File: config.mk
export PLATFORM = sky130hd
export DESIGN_NAME = ab_pattern_gen
export DESIGN_NICKNAME = d
export VERILOG_FILES = /design/src/rtl/ab_pattern_gen.sv
export SDC_FILE = /design/constraint.sdc
export NUM_CORES = 1
export LEC_CHECK = 0
export BUFFER_PORTS_ARGS = -buffer_cell sky130_fd_sc_hd__buf_2
export CAP_MARGIN = 20
export CORE_ASPECT_RATIO = 1.75
export CORE_MARGIN = 1
export CORE_UTILIZATION = 38
export DETAILED_ROUTE_END_ITERATION = 12
export PLACE_DENSITY = 0.57
export SLEW_MARGIN = 10
export SYNTH_ARGS = -nofsm -noshare
export SYNTH_HDL_FRONTEND = slang
export SYNTH_SLANG_ARGS = --single-unit
File: constraint.sdc
create_clock -name clk -period 4 [get_ports clk]
set_input_delay 0.2 -clock clk [delete_from_list [all_inputs] [get_ports clk]]
set_output_delay 0.2 -clock clk [all_outputs]
set_load 0.05 [all_outputs]
File: src/rtl/ab_pattern_gen.sv
// rtl/ab_pattern_gen.sv - two-bit AB stimulus pattern generator with dwell and loop control
// Optional q/err/err_cnt result checker is enabled by defining AB_GEN_CHECK_EN.
module ab_pattern_gen #(
  parameter int DWELL_W = 4,
  parameter int LOOP_W  = 4
) (
  input  logic               clk,
  input  logic               rst_n,
  input  logic               start,
  input  logic               abort,
  input  logic [DWELL_W-1:0] first_dwell,
  input  logic [DWELL_W-1:0] dwell,
  input  logic [LOOP_W-1:0]  loops,
`ifdef AB_GEN_CHECK_EN
  input  logic               q,
  output logic               err,
  output logic [7:0]         err_cnt,
`endif
  output logic               a,
  output logic               b,
  output logic [1:0]         pat_idx,
  output logic               busy,
  output logic               done
);

  localparam logic [1:0] S_IDLE = 2'd0;
  localparam logic [1:0] S_RUN  = 2'd1;
  localparam logic [1:0] S_DONE = 2'd2;

  logic [1:0]         state_q, state_d;
  logic [1:0]         pat_q, pat_d;
  logic [DWELL_W-1:0] dcnt_q, dcnt_d;
  logic [DWELL_W-1:0] dwell_q, dwell_d;
  logic [LOOP_W-1:0]  loops_q, loops_d;
  logic [LOOP_W-1:0]  lcnt_q, lcnt_d;
  logic               a_q, a_d;
  logic               b_q, b_d;
  logic               accept;
  logic [DWELL_W-1:0] first_m1;
  logic [DWELL_W-1:0] dwell_m1;

  // Dwell counters hold "cycles remaining minus one", so a dwell of 0 behaves as 1.
  assign first_m1 = (first_dwell == '0) ? '0 : first_dwell - DWELL_W'(1);
  assign dwell_m1 = (dwell == '0) ? '0 : dwell - DWELL_W'(1);
  assign accept   = (state_q == S_IDLE) && start && !abort;

  always_comb begin
    state_d = state_q;
    pat_d   = pat_q;
    dcnt_d  = dcnt_q;
    dwell_d = dwell_q;
    loops_d = loops_q;
    lcnt_d  = lcnt_q;
    case (state_q)
      S_IDLE: begin
        if (accept) begin
          state_d = S_RUN;
          pat_d   = 2'd0;
          dcnt_d  = first_m1;
          dwell_d = dwell_m1;
          loops_d = loops;
          lcnt_d  = '0;
        end
      end
      S_RUN: begin
        if (abort) begin
          state_d = S_IDLE;
          pat_d   = 2'd0;
          dcnt_d  = '0;
          lcnt_d  = '0;
        end else if (dcnt_q != '0) begin
          dcnt_d = dcnt_q - DWELL_W'(1);
        end else if ((pat_q == 2'd3) && (loops_q != '0) &&
                     (lcnt_q == loops_q - LOOP_W'(1))) begin
          state_d = S_DONE;
          pat_d   = 2'd0;
          dcnt_d  = '0;
          lcnt_d  = '0;
        end else begin
          pat_d  = pat_q + 2'd1;
          dcnt_d = dwell_q;
          // With loops == 0 the loop count is irrelevant, so leave it parked.
          if ((pat_q == 2'd3) && (loops_q != '0)) begin
            lcnt_d = lcnt_q + LOOP_W'(1);
          end
        end
      end
      S_DONE: begin
        state_d = S_IDLE;
      end
      default: begin
        state_d = S_IDLE;
        pat_d   = 2'd0;
        dcnt_d  = '0;
        lcnt_d  = '0;
      end
    endcase
    a_d = (state_d == S_RUN) & pat_d[1];
    b_d = (state_d == S_RUN) & pat_d[0];
  end

  always_ff @(posedge clk or negedge rst_n) begin
    if (!rst_n) begin
      state_q <= S_IDLE;
      pat_q   <= 2'd0;
      dcnt_q  <= '0;
      dwell_q <= '0;
      loops_q <= '0;
      lcnt_q  <= '0;
      a_q     <= 1'b0;
      b_q     <= 1'b0;
    end else begin
      state_q <= state_d;
      pat_q   <= pat_d;
      dcnt_q  <= dcnt_d;
      dwell_q <= dwell_d;
      loops_q <= loops_d;
      lcnt_q  <= lcnt_d;
      a_q     <= a_d;
      b_q     <= b_d;
    end
  end

  assign a       = a_q;
  assign b       = b_q;
  assign pat_idx = pat_q;
  assign busy    = (state_q == S_RUN);
  assign done    = (state_q == S_DONE);

`ifdef AB_GEN_CHECK_EN
  logic       err_q, err_d;
  logic [7:0] err_cnt_q, err_cnt_d;

  // q is compared against the bits currently on a/b, i.e. the downstream AND output.
  always_comb begin
    err_d     = err_q;
    err_cnt_d = err_cnt_q;
    if (accept) begin
      err_d     = 1'b0;
      err_cnt_d = 8'd0;
    end else if ((state_q == S_RUN) && (q != (a_q & b_q))) begin
      err_d = 1'b1;
      if (err_cnt_q != 8'hFF) begin
        err_cnt_d = err_cnt_q + 8'd1;
      end
    end
  end

  always_ff @(posedge clk or negedge rst_n) begin
    if (!rst_n) begin
      err_q     <= 1'b0;
      err_cnt_q <= 8'd0;
    end else begin
      err_q     <= err_d;
      err_cnt_q <= err_cnt_d;
    end
  end

  assign err     = err_q;
  assign err_cnt = err_cnt_q;
`endif

endmodule
### Word-level counts from Yosys, hierarchy flattened

Index checks and enable logic that the tools add are counted.

* bits in registers: 22
* input port bits: 16
* output and inout port bits: 6
* word-level logic and storage cells: 61

* add/sub/neg operators: 6
* equality and inequality tests: 8
* muxes and demuxes: 23
* bitwise logic cells: 3
* reductions and logical operators: 13

Operators with widths (count)
* two-way mux 4 bit: 11
* one-hot mux 4 bit (3 select lines): 2
* two-way mux 2 bit: 8
* subtractor 4 x 1 -> 4 bit, second input constant: 4
* zero test 4 bit: 2
* nonzero test 4 bit: 2
* one-hot mux 2 bit (3 select lines): 1
* adder 4 x 1 -> 4 bit, second input constant: 1
* equality test 2 x 1 -> 1 bit, second input constant: 2
* equality test 2 bit, second input constant: 2
* equality test 4 bit: 1
* logical AND 1 bit: 4
* != test 4 x 2 -> 1 bit, second input constant: 1
* one-hot mux 2 bit (2 select lines): 1
* AND reduction 2 bit: 2
* AND reduction 4 bit: 1
* != test 3 bit, second input constant: 1
* adder 2 x 1 -> 2 bit, second input constant: 1
* bitwise AND 1 bit: 2
* zero test 2 bit: 1
* != test 2 bit, second input constant: 1
* zero test 1 bit: 1
* inverter 1 bit: 1

### Depth between registers and ports, before layout

Gate-level depths: netlist of run 1.

* depth in word-level cells: 9
* mapped depth: 9
* depth with buffers taken out: 7

### Least setup slack after synthesis of run 1

No wires, ideal clock.

* path kind: flip-flop to flip-flop
* start point: reg dcnt_q[0]
* end point: reg lcnt_q[2]
* library setup time: 127 ps
* arrival time: 2029 ps
* data required time: 3873 ps
* slack: 1844 ps
* stages on the path, launching flop included: 10
* buffers on the path: 2
* clock period less this slack: 2156 ps
* path through: dfrtp_1 inv_1 ha_1 or3b_1 buf_6 o311a_1 or2_0 buf_6 o21ai_1 o31ai_2

* longest elaborated chain between the ends: 3

RTL lines
* from (decl): RTL line 32 `logic [DWELL_W-1:0] dcnt_q, dcnt_d;`
* from (signal assigned): RTL line 115 `dcnt_q <= dcnt_d;`
* nonzero test 4 bit: RTL line 71 `end else if (dcnt_q != '0) begin`
* != test 3 bit (no line)
* AND reduction 4 bit (no line)
* to (signal assigned): RTL line 118 `lcnt_q <= lcnt_d;`
* to (decl): RTL line 35 `logic [LOOP_W-1:0] lcnt_q, lcnt_d;`

Every way passes these cells.
A chain may end at the register's enable or synchronous reset.

### Worst setup path in the final report of run 1

Same ends and word-level chain as after synthesis.

==> flow_summary.ini, run 1 <==
[cts]
cts-resized-gates = 0
h-tree-depth = 1
clkTransAtPathRegs_ns = 0.07
cts-root-buf = clkbuf_8
cts.sinks = 22
cts_made_buffers = 3
cts.path.max_buffers = 2
cts_tree = done
clkLatencyLatePin_ns = 0.25

[sta]
finalCritPeriodShare_pct = 58.03
min_period_ns = 2.321
max_freq_mhz = 430.8
rsz0062_at_grt = no
slew_violations = 0
finalHoldViolCount = 0
setup_tns_ns = 0
tightest_slew_ns = 0.9728
setup_viol = 0
slew-limit-headroom_pct = 34.98
fin_skew_ns = 0.002562

[die]
die-area_um2 = 3593
core_um2 = 3176
fp.dieW_um = 45.75
die_y_um = 78.55
start_util_pct = 40.07
rows = 27
io_pins = 22

[worst_setup_path]
max_stage_delay_ns = 0.50
cp_slowest_cell = or3b_1
required_ns = 4.14
r2r_end = lcnt_q[2]
path_class = reg -> reg
path_buf_inv = 1
cp-start-kind = flop
path_cells = inv_1, ha_1, or3b_1, o311a_1, or2_0, o21ai_1, o31ai_2
timing.rr.start = dcnt_q[0]
r2r_setup_slack_ns = 1.68
crit_fanout = 9
cp.arrival_ns = 2.46
crit_family = simple AND/OR/NAND/NOR gates
critPathCaptureType = flop
reg2reg_depth = 7

[global_route]
grt_max_degree = 23
antenna_found_initial = 0
grt_overflow_total = 0
first_global_vias = 1056
grt_pass1_wl_um = 4409
grtUsageTotal_pct = 16.58

[yosys]
ys_seq_area_share_pct = 43.26
synth_area_um2 = 1272
synth_cells = 139
async_flop_share_pct = 100.0
synth_top_area_share_pct = 43.26
ys_warn_count = 0
ys_top_cells_by_area = dfrtp_1 43%, nand2_1 6.2%, ha_1 4.9%, a21oi_1 4.7%, nor3_1 3.1%
yosysTopAreaCell = dfrtp_1
syn-num-nets = 160
synth-edff-count = 0
ys_ff_latch = 22
syn_avg_cell_area_um2 = 9.154
yosys-top-cells-count = 22 x dfrtp_1, 21 x nand2_1, 12 x a21oi_1
synth_ff_type = dfrtp_1
synth.most_common_cell = dfrtp_1
synth.distinct_cells = 39

[cells_and_area]
fillers = 354
area_growth_pct = 14.06
diodes = 0
layout-drive-gt1-share_pct = 18.13
nNetsFinal = 183

[min_path]
worstHoldPathType = in -> reg
whs_path_depth = 3
worst_hold_startpoint = loops[3]
holdPathEnd = loops_q[3]

[detailed_routing]
drtIter0Drc = 8
avgViaCountPerCell = 5.276
antenna_left = 0
drcViolationCount = 0
finalWirelength_um = 2637
dr.pass1.iters = 2
wl_per_cell_um = 12.99
via_count = 1071

[flow_run]
drv_cap = 0

[place]
portBuffers = 21
dp_hpwl_um = 2073
gp_congestion = 0.8705

[power_and_ir_drop]
total_power_w = 0.0009624
power_density_nw_per_um2 = 663.1
power_leakage_nw = 0.6589
irDropWorstVdd_v = 0.0004323

[status]
status = finished clean
[through the flow]
| step | hold WS [ns] | area (um^2) | util (%) | std cells | setup WS, ns |
|---|---|---|---|---|---|
| 2_1_floorplan | -0.09559 | 1272 | - | 139 | 1.844 |
| 3_3_place_gp | 0.1872 | 1400 | 44.09 | 199 | 1.734 |
| 3_5_place_dp | 0.1888 | 1400 | 44.09 | 199 | 1.663 |
| 4_1_cts | 0.1375 | 1451 | 45.71 | 203 | 1.675 |
| 5_1_grt | 0.1444 | 1451 | 45.71 | 203 | 1.483 |
| 6_report | 0.1329 | 1451 | 45.71 | 203 | 1.679 |
[where the power goes]
group / leakage, nW / internal (W) / switching, W
Sequential: 0.286 / 0.000303 / 0.0000861
Clock: 0.0216 / 0.0000670 / 0.0000660
Combinational: 0.351 / 0.000173 / 0.000268
[worst max path at each step]
stage / from / to / slack, ns / depth (start not counted)
final: dcnt_q[0] / lcnt_q[2] / 1.68 / 7
after floorplan: dcnt_q[0] / lcnt_q[2] / 1.84 / 9
after detailed placement: dcnt_q[0] / lcnt_q[2] / 1.66 / 7
after CTS: dcnt_q[0] / lcnt_q[2] / 1.68 / 7
after global routing: dcnt_q[0] / lcnt_q[2] / 1.48 / 7
after global placement: dcnt_q[0] / lcnt_q[2] / 1.73 / 7
[routing by layer]
metal  GRT usage, %  share of wire [%]  up-vias
met3          2.069                1.9        4
met2          30.86                 54       18
li1               -                  -      547
met1          17.86                 43      502
met4          5.882                1.6        0
met5              0                  0        -
[repair_timing]
action | in CTS | in global routing
hold endpoints to repair | 22 | 0
hold buffers | 1 | 0
buffers inserted | 0 | 0
[registers in the layout (all words and copies together), names as in the netlist]
signal and count:
dcnt_q 4, dwell_q 4, lcnt_q 4, loops_q 4
pat_idx 2, state_q 2, a 1, b 1
[cell families (layout without fill, tap and decap cells)]
logic type | count (synthesis) | count (layout) | synth area share (%)
compound gates | 37 | 37 | 18.78
buf+inv | 9 | 30 | 4.424
fa+ha+maj | 5 | 5 | 4.916
simple gates | 59 | 59 | 23.70
xor+xnor | 6 | 6 | 4.130
flops | 22 | 22 | 43.26
mux | 1 | 1 | 0.7867
[worst min-delay path, delay by kind of cell]
family | cells | cell delay [ns]
buffers and inverters | 1 | 0.07
AND/OR/NAND/NOR | 2 | 0.08
[cells in the final DEF (no fill, tap or decap), types with 2 or more instances in the layout]
cell / n
nand3_1: 4
nor4_1: 2
o21ai_0: 7
o311a_1: 2
nor2_1: 8
nand2b_1: 2
nand2_1: 21
nor2b_1: 2
a21oi_1: 12
o31ai_1: 4
dfrtp_1: 22
inv_1: 5
xnor2_1: 4
nand3b_1: 2
xor2_1: 2
a31oi_1: 2
buf_2: 21
ha_1: 5
o221ai_1: 2
nor3_1: 8
clkbuf_8: 3
o21ai_1: 2
[layout make-up]
| type | count | area, um^2 | share of cell area (%) |
|---|---|---|---|
| multi-input cells | 108 | 671.9 | 46.29 |
| inverters | 5 | 18.77 | 1.293 |
| flip-flops and latches | 22 | 550.5 | 37.93 |
| well taps | 43 | 53.80 | 3.707 |
| repair buffers | 22 | 115.1 | 7.931 |
| clock buffers | 3 | 41.29 | 2.845 |
(Power assumes the default switching activity.)
==> inputs of run 2 (changes only) <==
==> constraint.sdc (replaced) <==
create_clock -name clk -period 2.35 [get_ports clk]
set_input_delay 0.1175 -clock clk [delete_from_list [all_inputs] [get_ports clk]]
set_output_delay 0.1175 -clock clk [all_outputs]
set_load 0.05 [all_outputs]
==> run 2 against run 1 <==
Compared with the run above: worst hold slack worse by 0.079 ns; design area is 2.1% higher; sequential share of layout area decreased by 0.77 points; maximum frequency increased by 6.2%; total power rose by 74%; register-to-register slack lost 1.5 ns; sequential cell count is the same; sequential power increased by 71%.
==> flow_summary.ini, run 2 (synthesis gave the netlist of run 1 again) <==
[status]
status = finished clean

[sta]
min_period_ns = 2.185
rsz0062_at_grt = no
fin_skew_ns = 0.004120
slew_violations = 0
slew-limit-headroom_pct = 64.83
max_freq_mhz = 457.6
whs_ns = 0.05391
setup_tns_ns = 0
tightest_slew_ns = 0.5275
finalHoldViolCount = 0
setup_viol = 0
timing.final.ws_setup_ns = 0.1646
finalCritPeriodShare_pct = 92.99

[global_route]
grt_util_met3_pct = 2.299
antenna_found_initial = 0
grt_max_degree = 23
grtUsageTotal_pct = 17.63
first_global_vias = 1117
grt_pass1_wl_um = 4692
grt_overflow_total = 0
grt-busiest-layer = met2
use_met1_pct = 18.33
grt_use_met2_pct = 33.43

[place]
portBuffers = 21
detailedPlace.worstSlack_ns = 0.1535
gp_congestion = 0.8882
dp.cells = 203
dp_hpwl_um = 2144

[detailed_routing]
finalWirelength_um = 2757
drtIter0Drc = 30
via_count = 1100
dr.pass1.iters = 4
avgViaCountPerCell = 5.314
wl_per_cell_um = 13.32
antenna_left = 0
drcViolationCount = 0

[cells_and_area]
nNetsFinal = 187
area_growth_pct = 16.42
layout-drive-gt1-share_pct = 20.12
stdcell_count = 207
layout_commonest_cell = dfrtp_1
diodes = 0
layout_common_cells = 22 x dfrtp_1, 21 x nand2_1, 21 x buf_2, 12 x a21oi_1

[cts]
clkLatencyLatePin_ns = 0.25
clkTransAtPathRegs_ns = 0.07
cts_tree = done
cts-root-buf = clkbuf_8
cts_setup_buffers = 0
cts.sinks = 22
cts_made_buffers = 3
cts.path.max_buffers = 2
h-tree-depth = 1

[die]
start_util_pct = 40.07
die-area_um2 = 3593
rows = 27
fp.dieW_um = 45.75
die_y_um = 78.55
io_pins = 22
core_um2 = 3176

[worst_setup_path]
crit_fanout = 7
critPathCaptureType = flop
path_buf_inv = 1
cp.arrival_ns = 2.32
max_stage_delay_ns = 0.41
path_class = reg -> reg
required_ns = 2.48
crit_family = simple AND/OR/NAND/NOR gates
path_cells = inv_1, ha_1, or3b_1, o311a_1, or2_1, o21ai_1, o31ai_2
cp-start-kind = flop
cp_slowest_cell = dfrtp_1

[flow_run]
drv_cap = 0

[power_and_ir_drop]
power_density_nw_per_um2 = 1127
power_leakage_nw = 0.6791
irDropWorstVdd_v = 0.0006104

[min_path]
worstHoldPathType = in -> reg
## run 2: changes by cell type in the layout (fill, tap and decap cells not counted)
cell / previous run / this run
or2_1: 0 / 1
or2_0: 1 / 0
buf_4: 0 / 4
## run 2: metal layers
| layer | wire length (um) | vias up | share of wire, % |
|---|---|---|---|
| met5 | 0 | - | 0 |
| li1 | - | 557 | - |
| met3 | 54 | 4 | 2.0 |
| met1 | 1183 | 521 | 43 |
| met2 | 1483 | 18 | 54 |
| met4 | 35 | 0 | 1.3 |
## run 2: what timing repair did
| item | CTS | global route |
|---|---|---|
| hold buffers | 1 | 0 |
| hold endpoints to repair | 22 | 0 |
| setup endpoints to repair | 0 | 1 |
| gates resized for setup | 0 | 1 |
## run 2: worst min-delay path, cell delays in order
cell and delay (ns):
buf_2 0.08, nand2_1 0.04, nand2_1 0.04
## run 2: final timing paths
kind                              end  cells past startpoint  slack, ns  startpoint
setup / recovery            lcnt_q[2]                      7       0.16   dcnt_q[0]
hold / removal             loops_q[2]                      3       0.05    loops[2]
setup reg to reg            lcnt_q[2]                      7       0.16   dcnt_q[0]
hold reg to reg            dwell_q[1]                      2       0.49  dwell_q[1]
max in group asynchronous  pat_idx[1]                      2       1.68       rst_n
min in group asynchronous   lcnt_q[3]                      2       0.35       rst_n
## run 2: final cells by class
| class | count | area [um^2] |
|---|---|---|
| multi-input cells | 108 | 671.9 |
| flip-flops and latches | 22 | 550.5 |
| clock buffers | 3 | 41.29 |
| well taps | 43 | 53.80 |
| fillers | 337 | 1694 |
| inverters | 5 | 18.77 |
| repair buffers | 26 | 145.1 |
## run 2: where the power goes
group          switching [W]  total [W]  internal (W)
clock network       0.000103   0.000217      0.000114
logic               0.000469   0.000789      0.000320
registers           0.000149   0.000664      0.000515
total               0.000721    0.00167      0.000949
## run 2: per-stage QoR
step                power (W)  area [um^2]  utilization, %
global route         0.001819         1481           46.65
finish               0.001670         1481           46.65
global placement     0.001436         1430           45.04
floorplan            0.001295         1272               -
detailed placement   0.001459         1430           45.04
CTS                  0.001686         1481           46.65
